## src/rtl/alu_bist_pkg.sv

```systemverilog
// alu_bist_pkg: shared definitions for the myalu built-in self-test engine.
//   - opcode encodings understood by myalu
//   - alu_vec_t: one directed-vector ROM entry
//   - bist_state_t: self-test sequencer states
//   - VEC_TABLE: directed vectors, three per opcode, 8-bit operands
// Unsigned subtract reports carryout=1 when a borrow occurs (A < B).
package alu_bist_pkg;

  localparam logic [2:0] OP_UADD = 3'b000;
  localparam logic [2:0] OP_SADD = 3'b001;
  localparam logic [2:0] OP_USUB = 3'b010;
  localparam logic [2:0] OP_SSUB = 3'b011;
  localparam logic [2:0] OP_AND  = 3'b100;
  localparam logic [2:0] OP_OR   = 3'b101;
  localparam logic [2:0] OP_XOR  = 3'b110;
  localparam logic [2:0] OP_DIV2 = 3'b111;

  // Operand width of the stored vectors; wider/narrower ALUs get the
  // vectors zero-extended/truncated by the engine.
  localparam int unsigned VEC_W     = 8;
  localparam int unsigned ROM_DEPTH = 24;

  typedef struct packed {
    logic [VEC_W-1:0] a;
    logic [VEC_W-1:0] b;
    logic [2:0]       op;
    logic [VEC_W-1:0] exp_result;
    logic             exp_zero;
    logic             exp_carry;
    logic             exp_ovf;
    logic             chk_carry;
    logic             chk_ovf;
  } alu_vec_t;

  typedef enum logic [2:0] {
    S_IDLE  = 3'd0,
    S_APPLY = 3'd1,
    S_WAIT  = 3'd2,
    S_CHECK = 3'd3,
    S_DONE  = 3'd4
  } bist_state_t;

  // Carry is meaningful only for unsigned arithmetic, overflow only for
  // signed arithmetic; the check enables follow from the opcode.
  function automatic alu_vec_t mk_vec(input logic [VEC_W-1:0] a,
                                      input logic [VEC_W-1:0] b,
                                      input logic [2:0]       op,
                                      input logic [VEC_W-1:0] res,
                                      input logic             z,
                                      input logic             c,
                                      input logic             v);
    alu_vec_t e;
    e.a          = a;
    e.b          = b;
    e.op         = op;
    e.exp_result = res;
    e.exp_zero   = z;
    e.exp_carry  = c;
    e.exp_ovf    = v;
    e.chk_carry  = (op == OP_UADD) || (op == OP_USUB);
    e.chk_ovf    = (op == OP_SADD) || (op == OP_SSUB);
    return e;
  endfunction

  localparam alu_vec_t VEC_TABLE [ROM_DEPTH] = '{
    //      a      b      op       result  Z     C     V
    mk_vec(8'hFF, 8'h01, OP_UADD, 8'h00, 1'b1, 1'b1, 1'b0),
    mk_vec(8'h12, 8'h34, OP_UADD, 8'h46, 1'b0, 1'b0, 1'b0),
    mk_vec(8'h80, 8'h90, OP_UADD, 8'h10, 1'b0, 1'b1, 1'b0),
    mk_vec(8'h7F, 8'h01, OP_SADD, 8'h80, 1'b0, 1'b0, 1'b1),
    mk_vec(8'h80, 8'hFF, OP_SADD, 8'h7F, 1'b0, 1'b0, 1'b1),
    mk_vec(8'h05, 8'hFB, OP_SADD, 8'h00, 1'b1, 1'b0, 1'b0),
    mk_vec(8'h10, 8'h01, OP_USUB, 8'h0F, 1'b0, 1'b0, 1'b0),
    mk_vec(8'h01, 8'h02, OP_USUB, 8'hFF, 1'b0, 1'b1, 1'b0),
    mk_vec(8'h55, 8'h55, OP_USUB, 8'h00, 1'b1, 1'b0, 1'b0),
    mk_vec(8'h80, 8'h01, OP_SSUB, 8'h7F, 1'b0, 1'b0, 1'b1),
    mk_vec(8'h7F, 8'hFF, OP_SSUB, 8'h80, 1'b0, 1'b0, 1'b1),
    mk_vec(8'h05, 8'h03, OP_SSUB, 8'h02, 1'b0, 1'b0, 1'b0),
    mk_vec(8'hF0, 8'h3C, OP_AND,  8'h30, 1'b0, 1'b0, 1'b0),
    mk_vec(8'hAA, 8'h55, OP_AND,  8'h00, 1'b1, 1'b0, 1'b0),
    mk_vec(8'hFF, 8'h81, OP_AND,  8'h81, 1'b0, 1'b0, 1'b0),
    mk_vec(8'h00, 8'h00, OP_OR,   8'h00, 1'b1, 1'b0, 1'b0),
    mk_vec(8'hA0, 8'h05, OP_OR,   8'hA5, 1'b0, 1'b0, 1'b0),
    mk_vec(8'h0F, 8'hF0, OP_OR,   8'hFF, 1'b0, 1'b0, 1'b0),
    mk_vec(8'hFF, 8'hFF, OP_XOR,  8'h00, 1'b1, 1'b0, 1'b0),
    mk_vec(8'hA5, 8'h0F, OP_XOR,  8'hAA, 1'b0, 1'b0, 1'b0),
    mk_vec(8'h12, 8'h34, OP_XOR,  8'h26, 1'b0, 1'b0, 1'b0),
    // Non-zero A so an ALU that skips the shift is always caught.
    mk_vec(8'h84, 8'h5A, OP_DIV2, 8'h42, 1'b0, 1'b0, 1'b0),
    mk_vec(8'h01, 8'hC3, OP_DIV2, 8'h00, 1'b1, 1'b0, 1'b0),
    mk_vec(8'hFF, 8'h00, OP_DIV2, 8'h7F, 1'b0, 1'b0, 1'b0)
  };

endpackage

```

## src/rtl/alu_bist_rom.sv

```systemverilog
// alu_bist_rom: combinational index -> alu_vec_t lookup into VEC_TABLE.
// Ports:
//   idx_i  in  IDX_W      vector index
//   vec_o  out alu_vec_t  ROM entry (all-zero beyond the table)
module alu_bist_rom
  import alu_bist_pkg::*;
#(
  parameter int unsigned IDX_W = 5
) (
  input  logic [IDX_W-1:0] idx_i,
  output alu_vec_t         vec_o
);

  always_comb begin
    vec_o = '0;
    for (int unsigned i = 0; i < ROM_DEPTH; i++) begin
      if (idx_i == IDX_W'(i)) vec_o = VEC_TABLE[i];
    end
  end

endmodule

```

## src/rtl/alu_bist.sv

```systemverilog
// alu_bist: built-in self-test engine for the myalu ALU.
// Applies each ROM vector to the ALU, waits ALU_LAT cycles, checks
// result/zero (always), carry (unsigned ops) and overflow (signed ops),
// and accumulates saturating total/fail counts.
// Ports:
//   clk, reset (sync, active-high), start (pulse)
//   busy, done, pass, total_cnt, fail_cnt    status / results
//   alu_a, alu_b, alu_opcode                 drive the ALU inputs
//   alu_result, alu_carryout, alu_overflow, alu_zero   ALU outputs
// Optional build macro ALU_BIST_FAILLOG_EN adds first_fail_vld and
// first_fail_idx, capturing the index of the first mismatching vector.
module alu_bist
  import alu_bist_pkg::*;
#(
  parameter int unsigned NUMBITS = 8,
  parameter int unsigned NUMVEC  = 24,
  parameter int unsigned ALU_LAT = 1,
  parameter int unsigned CNT_W   = 8
) (
  input  logic               clk,
  input  logic               reset,
  input  logic               start,
  output logic               busy,
  output logic               done,
  output logic               pass,
  output logic [CNT_W-1:0]   total_cnt,
  output logic [CNT_W-1:0]   fail_cnt,
  output logic [NUMBITS-1:0] alu_a,
  output logic [NUMBITS-1:0] alu_b,
  output logic [2:0]         alu_opcode,
  input  logic [NUMBITS-1:0] alu_result,
  input  logic               alu_carryout,
  input  logic               alu_overflow,
  input  logic               alu_zero
`ifdef ALU_BIST_FAILLOG_EN
  ,
  output logic                       first_fail_vld,
  output logic [$clog2(NUMVEC)-1:0]  first_fail_idx
`endif
);

  localparam int unsigned IDX_W = $clog2(NUMVEC);

  bist_state_t        state_q, state_d;
  logic [IDX_W-1:0]   idx_q, idx_d;
  logic [3:0]         wait_q, wait_d;
  logic [CNT_W-1:0]   total_q, total_d;
  logic [CNT_W-1:0]   fail_q, fail_d;
  logic [NUMBITS-1:0] a_q, a_d;
  logic [NUMBITS-1:0] b_q, b_d;
  logic [2:0]         op_q, op_d;
  alu_vec_t           rom_vec;
  logic               mismatch;

`ifdef ALU_BIST_FAILLOG_EN
  logic               ff_vld_q, ff_vld_d;
  logic [IDX_W-1:0]   ff_idx_q, ff_idx_d;
`endif

  alu_bist_rom #(
    .IDX_W(IDX_W)
  ) u_rom (
    .idx_i (idx_q),
    .vec_o (rom_vec)
  );

  // Case-inequality so an X/Z on any checked ALU output counts as a miss.
  always_comb begin
    mismatch = 1'b0;
    if (alu_result !== NUMBITS'(rom_vec.exp_result))          mismatch = 1'b1;
    if (alu_zero !== rom_vec.exp_zero)                        mismatch = 1'b1;
    if (rom_vec.chk_carry && (alu_carryout !== rom_vec.exp_carry)) mismatch = 1'b1;
    if (rom_vec.chk_ovf && (alu_overflow !== rom_vec.exp_ovf))     mismatch = 1'b1;
  end

  always_comb begin
    state_d = state_q;
    idx_d   = idx_q;
    wait_d  = wait_q;
    total_d = total_q;
    fail_d  = fail_q;
    a_d     = a_q;
    b_d     = b_q;
    op_d    = op_q;
`ifdef ALU_BIST_FAILLOG_EN
    ff_vld_d = ff_vld_q;
    ff_idx_d = ff_idx_q;
`endif
    case (state_q)
      S_IDLE, S_DONE: begin
        if (start) begin
          total_d = '0;
          fail_d  = '0;
          idx_d   = '0;
`ifdef ALU_BIST_FAILLOG_EN
          ff_vld_d = 1'b0;
          ff_idx_d = '0;
`endif
          state_d = S_APPLY;
        end
      end
      S_APPLY: begin
        a_d     = NUMBITS'(rom_vec.a);
        b_d     = NUMBITS'(rom_vec.b);
        op_d    = rom_vec.op;
        wait_d  = 4'(ALU_LAT - 1);
        state_d = S_WAIT;
      end
      S_WAIT: begin
        if (wait_q == '0) state_d = S_CHECK;
        else              wait_d  = wait_q - 4'd1;
      end
      S_CHECK: begin
        if (total_q != '1) total_d = total_q + CNT_W'(1);
        if (mismatch) begin
          if (fail_q != '1) fail_d = fail_q + CNT_W'(1);
`ifdef ALU_BIST_FAILLOG_EN
          if (!ff_vld_q) begin
            ff_vld_d = 1'b1;
            ff_idx_d = idx_q;
          end
`endif
        end
        if (idx_q == IDX_W'(NUMVEC - 1)) begin
          state_d = S_DONE;
        end else begin
          idx_d   = idx_q + IDX_W'(1);
          state_d = S_APPLY;
        end
      end
      default: state_d = S_IDLE;
    endcase
  end

  always_ff @(posedge clk) begin
    if (reset) begin
      state_q <= S_IDLE;
      idx_q   <= '0;
      wait_q  <= '0;
      total_q <= '0;
      fail_q  <= '0;
      a_q     <= '0;
      b_q     <= '0;
      op_q    <= '0;
`ifdef ALU_BIST_FAILLOG_EN
      ff_vld_q <= 1'b0;
      ff_idx_q <= '0;
`endif
    end else begin
      state_q <= state_d;
      idx_q   <= idx_d;
      wait_q  <= wait_d;
      total_q <= total_d;
      fail_q  <= fail_d;
      a_q     <= a_d;
      b_q     <= b_d;
      op_q    <= op_d;
`ifdef ALU_BIST_FAILLOG_EN
      ff_vld_q <= ff_vld_d;
      ff_idx_q <= ff_idx_d;
`endif
    end
  end

  assign busy       = (state_q == S_APPLY) || (state_q == S_WAIT) || (state_q == S_CHECK);
  assign done       = (state_q == S_DONE);
  assign pass       = done && (fail_q == '0);
  assign total_cnt  = total_q;
  assign fail_cnt   = fail_q;
  assign alu_a      = a_q;
  assign alu_b      = b_q;
  assign alu_opcode = op_q;
`ifdef ALU_BIST_FAILLOG_EN
  assign first_fail_vld = ff_vld_q;
  assign first_fail_idx = ff_idx_q;
`endif

endmodule

```

## config.mk

```make
export PLATFORM = sky130hd
export DESIGN_NAME = alu_bist
export DESIGN_NICKNAME = d
export VERILOG_FILES = /design/src/rtl/alu_bist_pkg.sv /design/src/rtl/alu_bist_rom.sv /design/src/rtl/alu_bist.sv
export SDC_FILE = /design/constraint.sdc
export NUM_CORES = 1
export LEC_CHECK = 0
export BUFFER_PORTS_ARGS = -buffer_cell sky130_fd_sc_hd__buf_2
export CORE_AREA = 2 2 89 91
export CTS_BUF_LIST = sky130_fd_sc_hd__clkbuf_8
export CTS_CLUSTER_DIAMETER = 100
export DETAILED_ROUTE_END_ITERATION = 10
export DIE_AREA = 0 0 91 93
export GPL_ROUTABILITY_DRIVEN = 0
export PLACE_DENSITY = 0.87
export SYNTH_ARGS = -nofsm -noshare
export SYNTH_HDL_FRONTEND = slang
export SYNTH_SLANG_ARGS = --single-unit
export TNS_END_PERCENT = 1
```

## constraint.sdc

```tcl
create_clock -name clk -period 3.75 [get_ports clk]
set_input_delay 0.75 -clock clk [delete_from_list [all_inputs] [get_ports clk]]
set_output_delay 0.75 -clock clk [all_outputs]
set_load 0.02 [all_outputs]
```

---- Yosys cells after proc, flatten, opt, wreduce, memory -nomap -nowiden ----
Cells that the tools add are included.
storage, ports and cells
  register bits after elaboration ......... 47
  input bits .............................. 14
  logic and storage cells ................. 112
cells by class
  add/sub/neg operators ................... 4
  equality and inequality tests ........... 40
  muxes and demuxes ....................... 43
  reduce and logical (&&, ||, !) cells .... 17
operators by type and width
  cell                                                 count
  two-way mux 32 bit                                   24
  equality test 5 x 4 -> 1 bit, second input constant  8
  equality test 5 bit, second input constant           8
  two-way mux 8 bit                                    4
  one-hot mux 8 bit (2 select lines)                   2
  equality test 5 x 3 -> 1 bit, second input constant  4
  adder 8 x 1 -> 8 bit, second input constant          2
  inequality test 8 bit, second input constant         2
  inequality test 2 bit, second input constant         7
  one-hot mux 3 bit (4 select lines)                   1
  equality test 5 x 2 -> 1 bit, second input constant  2
  two-way mux 5 bit                                    2
  one-hot mux 5 bit (2 select lines)                   1
  two-way mux 3 bit                                    3
  logical NOT 8 bit                                    1
  case inequality test 8 bit                           1
  one-hot mux 4 bit (2 select lines)                   1
  equality test 3 x 2 -> 1 bit, second input constant  2
  AND reduction 3 bit                                  2
  adder 5 x 1 -> 5 bit, second input constant          1
  equality test 5 x 1 -> 1 bit, second input constant  1
  logical NOT 5 bit                                    1
  logical NOT 4 bit                                    1
  two-way mux 1 bit                                    4
  12 further kinds                                     19

---- Logic depth before layout (Yosys ltp) ----
  depth after elaboration ................. 32
  mapped depth ............................ 18

---- Hierarchy ----
A second synthesis with hierarchy kept.
second synthesis, totals
  cells, all modules ...................... 451
  area, all modules ....................... 3,402.0 µm²
modules (own cells, without submodules)
  module        times used  cells each  area each (µm²)  sequential area each (µm²)
  alu_bist      1           266         2,284.7          940.9
  alu_bist_rom  1           185         1,117.3          0.0

---- Worst setup path after synthesis ----
OpenSTA, ideal clock, no wires.
  path kind ............................... register to register
  from .................................... register idx_q[0]
  to ...................................... register fail_q[5] (netlist: fail_cnt[5])
  setup time .............................. 0.116 ns
  data arrival time ....................... 3.424 ns
  data required time ...................... 3.634 ns
  setup slack ............................. 0.209 ns
  cell stages (with the launch flop) ...... 18
  buffers on the path ..................... 5
  period minus slack after synthesis ...... 3.541 ns
  path through ............................ dfxtp_1 -> ha_1 -> clkbuf_2 -> buf_2 -> inv_1 -> clkbuf_1 -> nor2_1 -> ha_1 -> clkbuf_1 -> a21o_1 -> a211o_4 -> o21ai_1 -> or4b_1 -> o211ai_2 -> and3_4 -> buf_6 -> o21ai_1 -> a41o_1
on the way
  word-level cells in the longest chain between the ends .. 31
  elaborated cells on any way between the ends .. 60
RTL lines
  what                                                                      line                                RTL
  start: declaration                                                        alu_bist.sv:45                      logic [IDX_W-1:0] idx_q, idx_d;
  start signal: assignment                                                  alu_bist.sv:151                     idx_q <= idx_d;
  equality test 5 x 1 -> 1 bit / logical NOT 5 bit (equally long branches)  alu_bist_rom.sv:17                  if (idx_i == IDX_W'(i)) vec_o = VEC_TABLE[i];
  two-way mux 32 bit (22 in a row)                                          alu_bist_rom.sv:17
  two-way mux 32 bit *                                                      alu_bist_rom.sv:17
  case inequality test 8 bit / two-way mux 32 bit (equally long branches)   alu_bist.sv:70, alu_bist_rom.sv:17
  two-way mux 1 bit (tied with other cells)                                 alu_bist.sv:70                      if (alu_result !== NUMBITS'(rom_vec.exp_result)) mismatch = 1'b1;
  two-way mux 1 bit / logical AND 1 bit (equally long branches)             alu_bist.sv:71, alu_bist.sv:72
  two-way mux 1 bit                                                         alu_bist.sv:72                      if (rom_vec.chk_carry && (alu_carryout !== rom_vec.exp_carry)) mismatch = 1'b1;
  two-way mux 1 bit *                                                       alu_bist.sv:73                      if (rom_vec.chk_ovf && (alu_overflow !== rom_vec.exp_ovf)) mismatch = 1'b1;
  inequality test 2 bit (no line) *                                         --
  AND reduction 4 bit (no line) *                                           --
  end signal: assignment                                                    alu_bist.sv:154                     fail_q <= fail_d;
  end: declaration                                                          alu_bist.sv:48                      logic [CNT_W-1:0] fail_q, fail_d;
Every way passes the cells marked *; elsewhere a longest branch is shown, timed or not.
A chain may end at the register's enable or synchronous reset.

---- Worst setup path after layout ----
Ends and elaborated chain as after synthesis.

==> impl_metrics.toml <==
[run_status]
status = "finished clean"

[timing]
hold_viol_final = 0
setup_violations = 0
totalNegativeSetupSlack_ns = 0
drv_slew = 0
hold_ws_ns = 0.472
worst_pin_slew_ns = 0.907
layout_setup_ws_ns = 0.171
post-route-period-util_pct = 95.4
fmax_ghz = 0.279
finClkSkew_ns = 0.0125
rsz0062_at_grt = "false"
final.min_clock_period_ns = 3.58
max_slew_margin_pct = 39.5

[logic_synthesis]
synth_nets = 589
ys_seq_area_share_pct = 23.4
synth-edff-count = 0
synth_cell_types = 81
netlist_instances = 566
async_reset_ff_share_pct = 0
yosys-top-cells-count = "65 x nor2_1, 60 x nand2_1, 48 x a21oi_1"
yosysMostFrequentCell = "nor2_1"
ys_seq_elements = 47
ys.flop_type = "dfxtp_1"
synth.largest_area_cell = "dfxtp_1"
synth_top_area_share_pct = 23.4
yosys_warnings = 0
syn-cell-area_um2 = 4030
avgSynthCellArea_um2 = 7.11
yosys-top-cells-area = "dfxtp_1 23%, nor2_1 6.1%, a21oi_1 6.0%"

[floorplan]
core_area_um2 = 7530
fp-row-count = 32
initial_utilization_pct = 53.5
fp.dieArea_um2 = 8460
io_pins = 52
dieWidth_um = 91
dieHeight_um = 93

[setup_path]
cp.arrival_ns = 3.78
slowest_delay_ns = 0.64
path_common_cell = "o21ai_1"
end_kind = "flip-flop"
critPathKind = "reg -> reg"
critPathMaxFanout = 17
path_cells = "inv_1 > ha_1 > buf_4 > nand4bb_1 > o21ai_1 > a2111oi_4 > nor3_1 > or4b_1 > o211ai_2 > and3_4 > o21ai_1 > a41o_1"
required_ns = 3.95
slowest_stage = "ha_1"
startpoint_type = "flip-flop"

[grt]
grt_pass1_vias = 4438
grt_pass1_wl_um = 21400
grt-ovfl-total = 0
grt_max_degree = 31
grt_antenna_before_repair = 0
grt_usage_pct = 30.3

[clock_network]
cts_resized = 0
cts.sink_count = 47
clk-insertion-delay-late_ns = 0.31
numCtsBuffers = 5
root_buffer = "clkbuf_8"
clkTransAtPathRegs_ns = 0.09
htree_levels = 2
cts_tree = "yes"
cts_buffer_depth = 2
cts_hold_buf = 0
post_cts_buffers = 0

[place]
post-place-ws_ns = 0.343
numPortBuffers = 51
place_inst = 695
hpwl_um = 9560
place_area_um2 = 4330

[drt]
vias = 4851
wl_per_cell_um = 18.8
firstDrtPassIters = 8
viasPerCell = 6.90
drtAntennaViolNets = 0
drc = 0
drt-total-wl_um = 13200
drtIter0Drc = 1086

[cells_and_area]
multi_input_area_um2 = 2810
regArea_um2 = 941
fin_area_um2 = 4450
drive_gt1_share_pct = 15.8
finalNonFillerCells = 703
antenna_cells = 0
syn_to_final_growth_pct = 10.4
utilization_pct = 59.1
fillCellCount = 712
nNetsFinal = 623

[power]
power_density_nw_per_um2 = 256
p_leak_nw = 1.81
peakVddDrop_mv = 0.172
power_mw = 1.14

[flow_run]
maxCapViolations = 0

[min_path]
worstHoldPathType = "reg -> reg"
[metal layers]
| metal | wire [um] | share of wire (%) | up-vias | track usage, % |
|---|---|---|---|---|
| li1 | - | - | 2162 | - |
| met2 | 5920 | 45 | 410 | 49.1 |
| met1 | 4930 | 37 | 2167 | 38.0 |
| met5 | 0 | 0 | - | 0 |
| met4 | 768 | 5.8 | 0 | 16.3 |
| met3 | 1600 | 12 | 112 | 5.96 |
[cell families after synthesis]
kind of cell / synth area share (%)
AO/OA/AOI/OAI: 33.8
XOR/XNOR: 2.39
adder cells (fa/ha/maj): 2.80
buffers and inverters: 6.77
flip-flops: 23.4
multiplexers: 0.994
AND/OR/NAND/NOR: 29.8
[path summary, 6_finish.rpt]
kind                    startpoint                       end  slack (ns)  cells past startpoint
max          idx_q[0]$_SDFFE_PP0P_  fail_cnt[5]$_SDFFE_PP0P_        0.17                     12
min          alu_b[0]$_SDFFE_PP0P_     alu_b[0]$_SDFFE_PP0P_        0.47                      2
max reg2reg  idx_q[0]$_SDFFE_PP0P_  fail_cnt[5]$_SDFFE_PP0P_        0.17                     12
min reg2reg  alu_b[0]$_SDFFE_PP0P_     alu_b[0]$_SDFFE_PP0P_        0.47                      2
[registers in the layout (all words and copies together), names as in the netlist]
signal      flops
alu_opcode      3
state_q         3
wait_q          4
idx_q           5
total_cnt       8
alu_b           8
fail_cnt        8
alu_a           8
[critical path, delay by kind of cell, from the launching register on]
family,cells,cell delay (ns)
DFF,1,0.36
adders and majority gates,1,0.64
AOI/OAI and AO/OA,5,1.07
and+or+nand+nor,4,1.05
buffers and inverters,2,0.36
[power breakdown]
group	internal [mW]	switching [mW]
clock	0.199	0.178
sequential	0.518	0.0161
combinational	0.0777	0.148
total	0.795	0.341
[placed cells by master (no fill, tap or decap), types with 5 or more instances in the layout]
master    synthesis  final
a211oi_1          5      5
or3_1             8      8
a31oi_1          13     13
xnor2_1           5      5
nor2b_1           9      9
inv_1            15     15
clkbuf_8          0      5
nand4_1           5      5
nand3_1          19     19
nand2b_1         13     13
dfxtp_1          47     47
and3_1            5      5
o21ai_0          44     44
buf_2            10     51
nor3_1           16     16
xor2_1            6      6
o211ai_1         11     11
and2_1            7      7
buf_4             3     16
a21oi_1          48     48
nor2_1           65     65
o21ai_1           5      5
o22ai_1           8      8
nand2_1          60     60
ha_1              9      9
a22oi_1           5      5
[layout make-up]
type,instances,share of cell area [%]
inverter,15,1.27
timing repair buffer,68,8.89
multi-input combinational,463,63.3
clock buffer,5,1.55
tap,102,2.87
clock inverter,3,0.985
sequential,47,21.2
(Power assumes the default switching activity.)
